$ cat src/rtl/cpu_pkg.sv
// cpu_pkg: shared program-counter width, address type and reset address
package cpu_pkg;
  localparam int PC_WIDTH = 8;
  typedef logic [PC_WIDTH-1:0] pc_t;
  localparam pc_t PC_RESET_VALUE = '0;
endpackage

$ cat src/rtl/program_counter.sv
// program_counter: fetch-address register with increment, load and wrap pulse
module program_counter #(
  parameter int PC_WIDTH = cpu_pkg::PC_WIDTH,
  parameter logic [PC_WIDTH-1:0] RESET_VALUE = PC_WIDTH'(cpu_pkg::PC_RESET_VALUE),
  parameter int unsigned INC_STEP = 1
) (
  input  logic                clk,
  input  logic                reset,
  input  logic                enable_increment,
  input  logic                load_en,
  input  logic [PC_WIDTH-1:0] load_value,
  output logic [PC_WIDTH-1:0] pc,
  output logic                wrap
);
  logic [PC_WIDTH:0]   sum;
  logic [PC_WIDTH-1:0] pc_next;
  logic                wrap_next;
  // One extra bit on the adder captures the carry that becomes wrap
  always_comb begin
    sum       = {1'b0, pc} + (PC_WIDTH+1)'(INC_STEP);
    pc_next   = load_en ? load_value : enable_increment ? sum[PC_WIDTH-1:0] : pc;
    wrap_next = !load_en && enable_increment && sum[PC_WIDTH];
  end
  always_ff @(posedge clk or negedge reset) begin
    if (!reset) begin
      pc   <= RESET_VALUE;
      wrap <= 1'b0;
    end else begin
      pc   <= pc_next;
      wrap <= wrap_next;
    end
  end
endmodule

$ cat config.mk
export PLATFORM = sky130hd
export DESIGN_NAME = program_counter
export DESIGN_NICKNAME = d
export VERILOG_FILES = /design/src/rtl/cpu_pkg.sv /design/src/rtl/program_counter.sv
export SDC_FILE = /design/constraint.sdc
export NUM_CORES = 1
export LEC_CHECK = 0
export BUFFER_PORTS_ARGS = -buffer_cell sky130_fd_sc_hd__buf_2
export CORE_AREA = 2 2 48 50
export CTS_CLUSTER_SIZE = 12
export DETAILED_ROUTE_END_ITERATION = 7
export DIE_AREA = 0 0 50 52
export PLACE_DENSITY = 0.5
export SLEW_MARGIN = 10
export SYNTH_ARGS = -nofsm -noshare
export SYNTH_HDL_FRONTEND = slang
export SYNTH_SLANG_ARGS = --single-unit
$ cat constraint.sdc
create_clock -name clk -period 2.22 [get_ports clk]
set_input_delay 0.444 -clock clk [delete_from_list [all_inputs] [get_ports clk]]
set_output_delay 0.444 -clock clk [all_outputs]
set_load 0.005 [all_outputs]
==> impl_results.md, run 1 <==
* Status: completed
* Fin cells at 101
* Dpl cells at 97
* Syn Nets at 65
* Layout cells sized above 1 at 35.6%
* Nets at 87
* Max stage delay on crit path at 0.46 ns
* Crit path max-delay family: flip-flops
* Drt first pass iters at 2
* Largest net degree at the start of global routing at 20
* WL per Instance at 10.9 um
* Dominant cell type by area after synthesis: dfrtp_1
* Rows at 17
* Via count at 449
* Startpoint types: flip-flop
* Peak supply drop at 0.000209 V
* Area fraction of the dominant cell type after synthesis at 45.9%
* Final Hold Vio Count at 0
* Post-place setup slack at 0.758 ns
* Power Total at 0.402 mW
* First-pass GRT wire length at 1870 um
* Final hold slack at 0.0269 ns
* Post-Route WL at 1100 um
* Root Buffer: clkbuf_4
* Worst-Skew Late Latency at 0.26 ns
* Syn. warnings at 0
* Cells after Synth at 52
* Post-CTS sizing at 0
* Crit path time final at 1.31 ns
* Netlist cell types at 22
* Post-DRT Antenna Nets at 0
* Seq/Total Area, Yosys at 45.9%
* FF-to-FF End: pc[7]
* Die footprint at 0.00260 mm2
* CTS Buffer Depth at 2
* Initial antenna violation count at 0
* Syn_area_per_cell at 9.43 um2
* Pwr/cell area at 636 mW/mm2
* R2R Path Start: pc[2]
* H-tree depth at 1
* Buf+Inv Stages, Crit Path at 1
* # hold bufs at CTS at 0
* RePlAce Congestion at 0.755
* Fmax at 762 MHz
* Required time of the critical path at 1.78 ns
* Grt ovf at 0
* Seq cells post-synth at 9
* Clock tree from TritonCTS: done
* Max-slew violations at 0
* TritonCTS Buffers at 3
* Total GRT Usage at 9.66%
* Crit end category: primary output
* Area grow syn2layout at 28.8%
* Number of antenna diodes at 0
* Worst Reg2Reg Path Length in Cells at 3
* Detailed Place HPWL at 823 um
* Drt via density at 4.45
* Initial DRC count at 1
* Final setup fails at 0
* Kind of critical path: flip-flop to primary output
* Dpl cell area at 606 um2
* Fin crit share at 59.1%
* Hold Crit Class: input pin to asynchronous set/reset pin
* Final TNS setup at 0 ns
* Least-Margin Pin Slew at 0.280 ns
* Synth top area cells: dfrtp_1, nand2_1, o21ai_0
* Chip Width at 50 um
* Setup ws final at 0.907 ns
* Crit-path cells: buf_2
* Crit Path Max Fanout at 6
* RSZ-0062 raised after global routing: no
* Leak pwr at 0.302 nW
* Clock-pin slew on the worst setup and hold paths at 0.06 ns
* Post-CTS Setup Bufs at 0
* Register-to-register setup slack at 0.91 ns
* Die height at 52 um
* Clk_skew at 0.00421 ns
* CTS Sinks at 9
* Slowest stage cell, crit path: dfrtp_1
* Vias in the first global route at 442
* Critical Path AT at 0.87 ns
* IO Pins at 21
* Drt drc at 0
* Final non-filler cell area at 632 um2
* Most common cell after layout, fill and taps aside: buf_2
* Cell area after synthesis at 490 um2
* Most frequent cells in the layout: buf_2, nand2_1, dfrtp_1
* Input/output buffers at 20
* MaxCap Viol Count at 0
* Max_slew headroom at 81.3%
* Initial Util at 23.3%
* Placeable core area at 0.00211 mm2
* Util after Layout at 30.0%
## registers in the layout, summed over array words and instances, names as in the netlist
register,flops
wrap,1
pc,8
## cells in the mapped netlist
cell,instances
buf_4,2
buf_2,1
nand4_2,1
dfrtp_1,9
mux2i_1,1
o21ai_0,6
or2_2,1
and3_1,1
nand2_1,10
ha_1,1
a41o_2,1
o211ai_1,1
nor3_1,1
nand4_1,3
or4_1,2
o21ai_1,1
inv_1,1
nand3_1,2
nor2b_1,2
nand2b_1,1
xor2_1,3
xnor2_1,1
## how the worst max path moves through the flow
stage	from	end	slack (ns)	depth (start not counted)
floorplan	enable_increment	pc[7]	0.89	4
global placement	enable_increment	pc[7]	0.80	4
detailed placement	enable_increment	pc[7]	0.76	4
CTS	pc[2]	pc[2]	0.89	1
global route	pc[2]	pc[7]	0.80	3
finish	pc[2]	pc[2]	0.91	1
## power by group
part	switching, mW	total (mW)	internal, mW	leakage [nW]
sequential	0.0223	0.202	0.180	0.111
combinational	0.0361	0.0744	0.0383	0.176
clock	0.0559	0.125	0.0692	0.0150
## logic make-up after synthesis
group	count (synthesis)	share of synthesized area [%]
muxes	1	2.04
adders and majority gates	1	2.55
xor gates and xnor gates	4	7.14
DFF	9	45.9
buffers and inverters	4	4.84
AOI/OAI and AO/OA	9	11.0
and+or+nand+nor	24	26.5
## final cells by class
cell class	instances	area (um2)
fill	238	1470
sequential	9	225
multi-input combinational	39	241
clock buffer	4	26.3
timing repair buffer	20	100
tap	28	35.0
inverter	1	3.75
## per-layer routing
layer	global-route usage (%)	part of all wire (%)	vias to the layer above
met5	0	0	-
li1	-	-	227
met2	16.0	48	13
met4	6.94	1.1	0
met3	1.72	4.2	2
met1	11.2	47	207
(Power assumes the default switching activity.)
==> run 2: changes to the inputs <==
clock period = 1.4 ns   (was 2.22 ns; I/O delays follow)
==> run 2 against run 1 <==
  * Non-clock buffer count is 3 higher
  * First-iteration DRC count decreased by 100%
  * Cell count grew 3.0%
  * Combinational power grew 79%
  * Register-to-register slack got worse by 0.72 ns
  * Final area rose by 4.0%
  * Critical path type is now flip-flop to flip-flop
  * Setup slack worse by 0.72 ns
  * Utilization rose by 1.2 points
  * Clock-buffer cell count unchanged
  * Routed wire length down 3.1%
  * Worst hold slack gained 0.20 ns
  * Largest power group unchanged
  * Critical path depth grew 2
==> impl_results.md, run 2 (synthesis gave the netlist of run 1 again) <==
* Total GRT Usage at 9.40%
* Drt drc at 0
* Pwr/cell area at 981 mW/mm2
* Register-to-register setup slack at 0.19 ns
* P_sw at 0.180 mW
* First-pass GRT wire length at 1800 um
* Clk pwr share at 30.6%
* Detailed Place HPWL at 826 um
* Largest net degree at the start of global routing at 11
* Placeable core area at 0.00211 mm2
* Hold Crit Class: input pin to flip-flop
* WL per Instance at 10.2 um
* Fin cells at 104
* Nets at 90
* Number of antenna diodes at 0
* Final setup fails at 0
* Leak pwr at 0.316 nW
* Area occupied by multi-input gates at 241 um2
* H-tree depth at 1
* Vias in the first global route at 422
* Worst Reg2Reg Path Length in Cells at 3
* R2R Path Start: pc[0]
* Peak supply drop at 0.000412 V
* Drt first pass iters at 1
* Biggest regs: pc x8, wrap x1
* Top layer reached by signal wires: met4
* CTS Sinks at 9
* Critical Path AT at 1.41 ns
* Initial DRC count at 0
* Pint at 0.464 mW
* Switching part of the total power at 27.9%
* Most common cell after layout, fill and taps aside: buf_2
* Routed length on met3 at 73 um
* Kind of critical path: flip-flop to flip-flop
* Startpoint types: flip-flop
* Max reg flops at 8
* Crit path time final at 1.21 ns
* Rows at 17
* Initial Util at 23.3%
* Hold Path Origin: load_value[4]
* Reg with most FFs: pc
* Comb power frac at 20.6%
* Layout cells sized above 1 at 36.8%
* Crit end category: flip-flop
* Required time of the critical path at 1.59 ns
* Input/output buffers at 20
* Via count at 447
* Clock-pin slew on the worst setup and hold paths at 0.06 ns
* Post-CTS Setup Bufs at 0
* Util after Layout at 31.2%
* IO Pins at 21
* CTS Buffer Depth at 2
* Clk_skew at 0.00168 ns
* Fillers at 224
* Drt via density at 4.30
* TritonCTS Buffers at 3
* Max_slew headroom at 85.8%
* Status: completed
* Grt ovf at 0
* Crit Path Max Fanout at 5
* Final TNS setup at 0 ns
* Dpl cells at 99
* Met1 wire length at 489 um
* Die height at 52 um
* Root Buffer: clkbuf_4
* FF-to-FF End: pc[7]
* Met2 wire len at 478 um
* Post-DRT Antenna Nets at 0
* Die footprint at 0.00260 mm2
* Fmax at 824 MHz
* Fin crit share at 86.7%
* Initial antenna violation count at 0
* Final Hold Vio Count at 0
* Worst-Skew Late Latency at 0.26 ns
* Most frequent cells in the layout: buf_2, nand2_1, dfrtp_1
* Max-slew violations at 0
* Register area at 225 um2
* Chip Width at 50 um
* Clock tree from TritonCTS: done
* MaxCap Viol Count at 0
* Power Total at 0.644 mW
* RSZ-0062 raised after global routing: no
* Sequential group share of total power at 48.8%
* Worst Hold End: pc[4]
* WHS Path Cells at 3
* Area grow syn2layout at 33.9%
* Final hold slack at 0.229 ns
* Least-Margin Pin Slew at 0.213 ns
* RePlAce Congestion at 0.708
* Post-Route WL at 1060 um
## run 2: cell types whose count changed in the layout (fill, tap and decap cells not counted)
cell	change
dlygate4sd3_1	+1
buf_4	+2
## run 2: layout make-up
type	count	share of cell area [%]
flip-flops and latches	9	34.3
clock buffers	4	4.00
repair buffers	23	19.0
multi-input cells	39	36.8
inverters	1	0.571
well taps	28	5.33
## run 2: through the flow
step	setup WS, ns	area, um2
after floorplan	0.198	490
after global placement	0.139	621
after detailed placement	0.120	621
after CTS	0.176	657
after global routing	0.0982	657
final	0.187	657
## run 2: how the worst max path moves through the flow
| stage | start | end | cells after the start |
|---|---|---|---|
| finish | pc[0] | pc[7] | 3 |
| global route | pc[0] | pc[7] | 3 |
| CTS | pc[2] | pc[2] | 2 |
| detailed placement | enable_increment | pc[7] | 4 |
| global placement | enable_increment | pc[7] | 4 |
| floorplan | pc[2] | pc[7] | 3 |
## run 2: layer usage
layer,GRT usage (%),vias up
li1,-,233
met1,11.0,196
met2,15.4,16
met3,3.45,2
met4,4.17,0
met5,0,-
## run 2: worst max-delay path: stages, from the launching register on
cell and delay (ns):
dfrtp_1 0.40, nand4_2 0.17, or4_1 0.49, nand3_1 0.09
## run 2: timing repair
action                                 in CTS  in global routing
gates resized for setup                     0                  0
endpoints found under the hold margin       9                  0
hold buffers                                1                  0
## run 2: power by group through the flow
stage | logic [mW] | clock network, mW | registers [mW]
final | 0.133 | 0.197 | 0.315
after global routing | 0.153 | 0.215 | 0.321
after global placement | 0.132 | 0 | 0.320
after detailed placement | 0.133 | 0 | 0.320
after CTS | 0.136 | 0.207 | 0.316
after floorplan | 0.0661 | 0 | 0.322
==> run 3: changes to the inputs <==
CELL_PAD_IN_SITES_DETAIL_PLACEMENT = 1   (was not set)
CELL_PAD_IN_SITES_GLOBAL_PLACEMENT = 2   (was not set)
PLACE_DENSITY = 0.75   (was 0.5)
==> run 3 against run 2 <==
  * Critical path depth stayed put
  * Final area stayed put
  * Largest cell class unchanged
  * Power is 0.18% lower
==> impl_results.md, run 3 (synthesis gave the netlist of run 1 again) <==
* Drt first pass iters at 2
* Layout cells sized above 1 at 36.8%
* Vias in the first global route at 459
* Chip Width at 50 um
* Clock-pin slew on the worst setup and hold paths at 0.06 ns
* Initial DRC count at 4
* Final Hold Vio Count at 0
* Largest net degree at the start of global routing at 11
* Most common cell after layout, fill and taps aside: buf_2
* Biggest regs: pc x8, wrap x1
* Initial antenna violation count at 0
* Crit path time final at 1.24 ns
* MaxCap Viol Count at 0
* Worst-Skew Late Latency at 0.25 ns
* Reg with most FFs: pc
* Leak pwr at 0.316 nW
* Crit path max-delay family: simple AND/OR/NAND/NOR gates
* Clock tree from TritonCTS: done
* Critical Path AT at 1.43 ns
* Max_slew headroom at 86.1%
* Via count at 456
* Slowest stage cell, crit path: or4_1
* Grt ovf at 0
* Buf+Inv Stages, Crit Path at 0
* Total GRT Usage at 10.4%
* Final setup fails at 0
* Post-CTS sizing at 0
* Die height at 52 um
* Post-place setup slack at 0.102 ns
* Area grow syn2layout at 33.9%
* RSZ-0062 raised after global routing: no
* Hold Crit Class: input pin to flip-flop
* Post-CTS Setup Bufs at 0
* RePlAce Congestion at 0.736
* Max reg flops at 8
* Most frequent cells in the layout: buf_2, nand2_1, dfrtp_1
* First-pass GRT wire length at 2010 um
* Input/output buffers at 20
* TritonCTS Buffers at 3
* Status: completed
* Max stage delay on crit path at 0.50 ns
* Pwr/cell area at 979 mW/mm2
* H-tree depth at 1
* Rows at 17
* Nets at 90
* Post-Route WL at 1130 um
* # hold bufs at CTS at 1
* Placeable core area at 0.00211 mm2
* Fmax at 806 MHz
* IO Pins at 21
* Crit-path cells: nand4_2, or4_1, nand3_1
* Number of antenna diodes at 0
* Post-DRT Antenna Nets at 0
* Required time of the critical path at 1.59 ns
* Kind of critical path: flip-flop to flip-flop
* Startpoint types: flip-flop
* Max-slew violations at 0
* Final TNS setup at 0 ns
* Clk_skew at 0.00123 ns
* Die footprint at 0.00260 mm2
* Setup ws final at 0.160 ns
* Root Buffer: clkbuf_4
* CTS Sinks at 9
* Crit end category: flip-flop
* Final hold slack at 0.230 ns
* Drt via density at 4.38
* Peak supply drop at 0.000326 V
* WL per Instance at 10.9 um
* Crit Path Max Fanout at 5
* Fin crit share at 88.6%
* Detailed Place HPWL at 931 um
* Least-Margin Pin Slew at 0.209 ns
* CTS Buffer Depth at 2
* Drt drc at 0
* Initial Util at 23.3%
-- run 3: layout make-up --
cell class | count | area (um2)
repair buffers | 23 | 125
fillers | 261 | 1450
flip-flops and latches | 9 | 225
clock buffers | 4 | 26.3
inverters | 1 | 3.75
multi-input cells | 39 | 241
well taps | 28 | 35.0
-- run 3: worst register-to-register path: cells and delay by family, from the launching register on --
kind | cells | cell delay, ns
and+or+nand+nor | 3 | 0.77
DFF | 1 | 0.41
-- run 3: metrics by stage --
| stage | std cells | utilization [%] | total power, mW | area, um2 |
|---|---|---|---|---|
| CTS | 104 | 31.2 | 0.661 | 657 |
| detailed placement | 99 | 29.5 | 0.456 | 621 |
| global route | 104 | 31.2 | 0.696 | 657 |
| floorplan | 52 | - | 0.388 | 490 |
| finish | 104 | 31.2 | 0.643 | 657 |
| global placement | 99 | 29.5 | 0.452 | 621 |
-- run 3: worst paths after layout --
path / end / from / slack [ns] / depth (start not counted)
worst min register to register: wrap / pc[7] / 0.54 / 2
worst max-delay path: pc[7] / pc[0] / 0.16 / 3
worst min-delay path: pc[5] / load_value[5] / 0.23 / 3
min in group asynchronous: pc[2] / reset / 0.41 / 2
max in group asynchronous: pc[0] / reset / 0.81 / 2
worst max register to register: pc[7] / pc[0] / 0.16 / 3
-- run 3: routing by layer --
metal	routed length (um)	part of all wire [%]	GRT usage, %	vias up
li1	-	-	-	235
met1	511	45	13.3	204
met4	19	1.7	5.56	0
met3	62	5.5	3.45	2
met2	540	48	15.6	15
met5	0	0	0	-
-- run 3: power breakdown --
part	total, mW	internal [mW]	switching [mW]
registers	0.315	0.286	0.0293
logic	0.135	0.0695	0.0656
clock network	0.193	0.109	0.0838
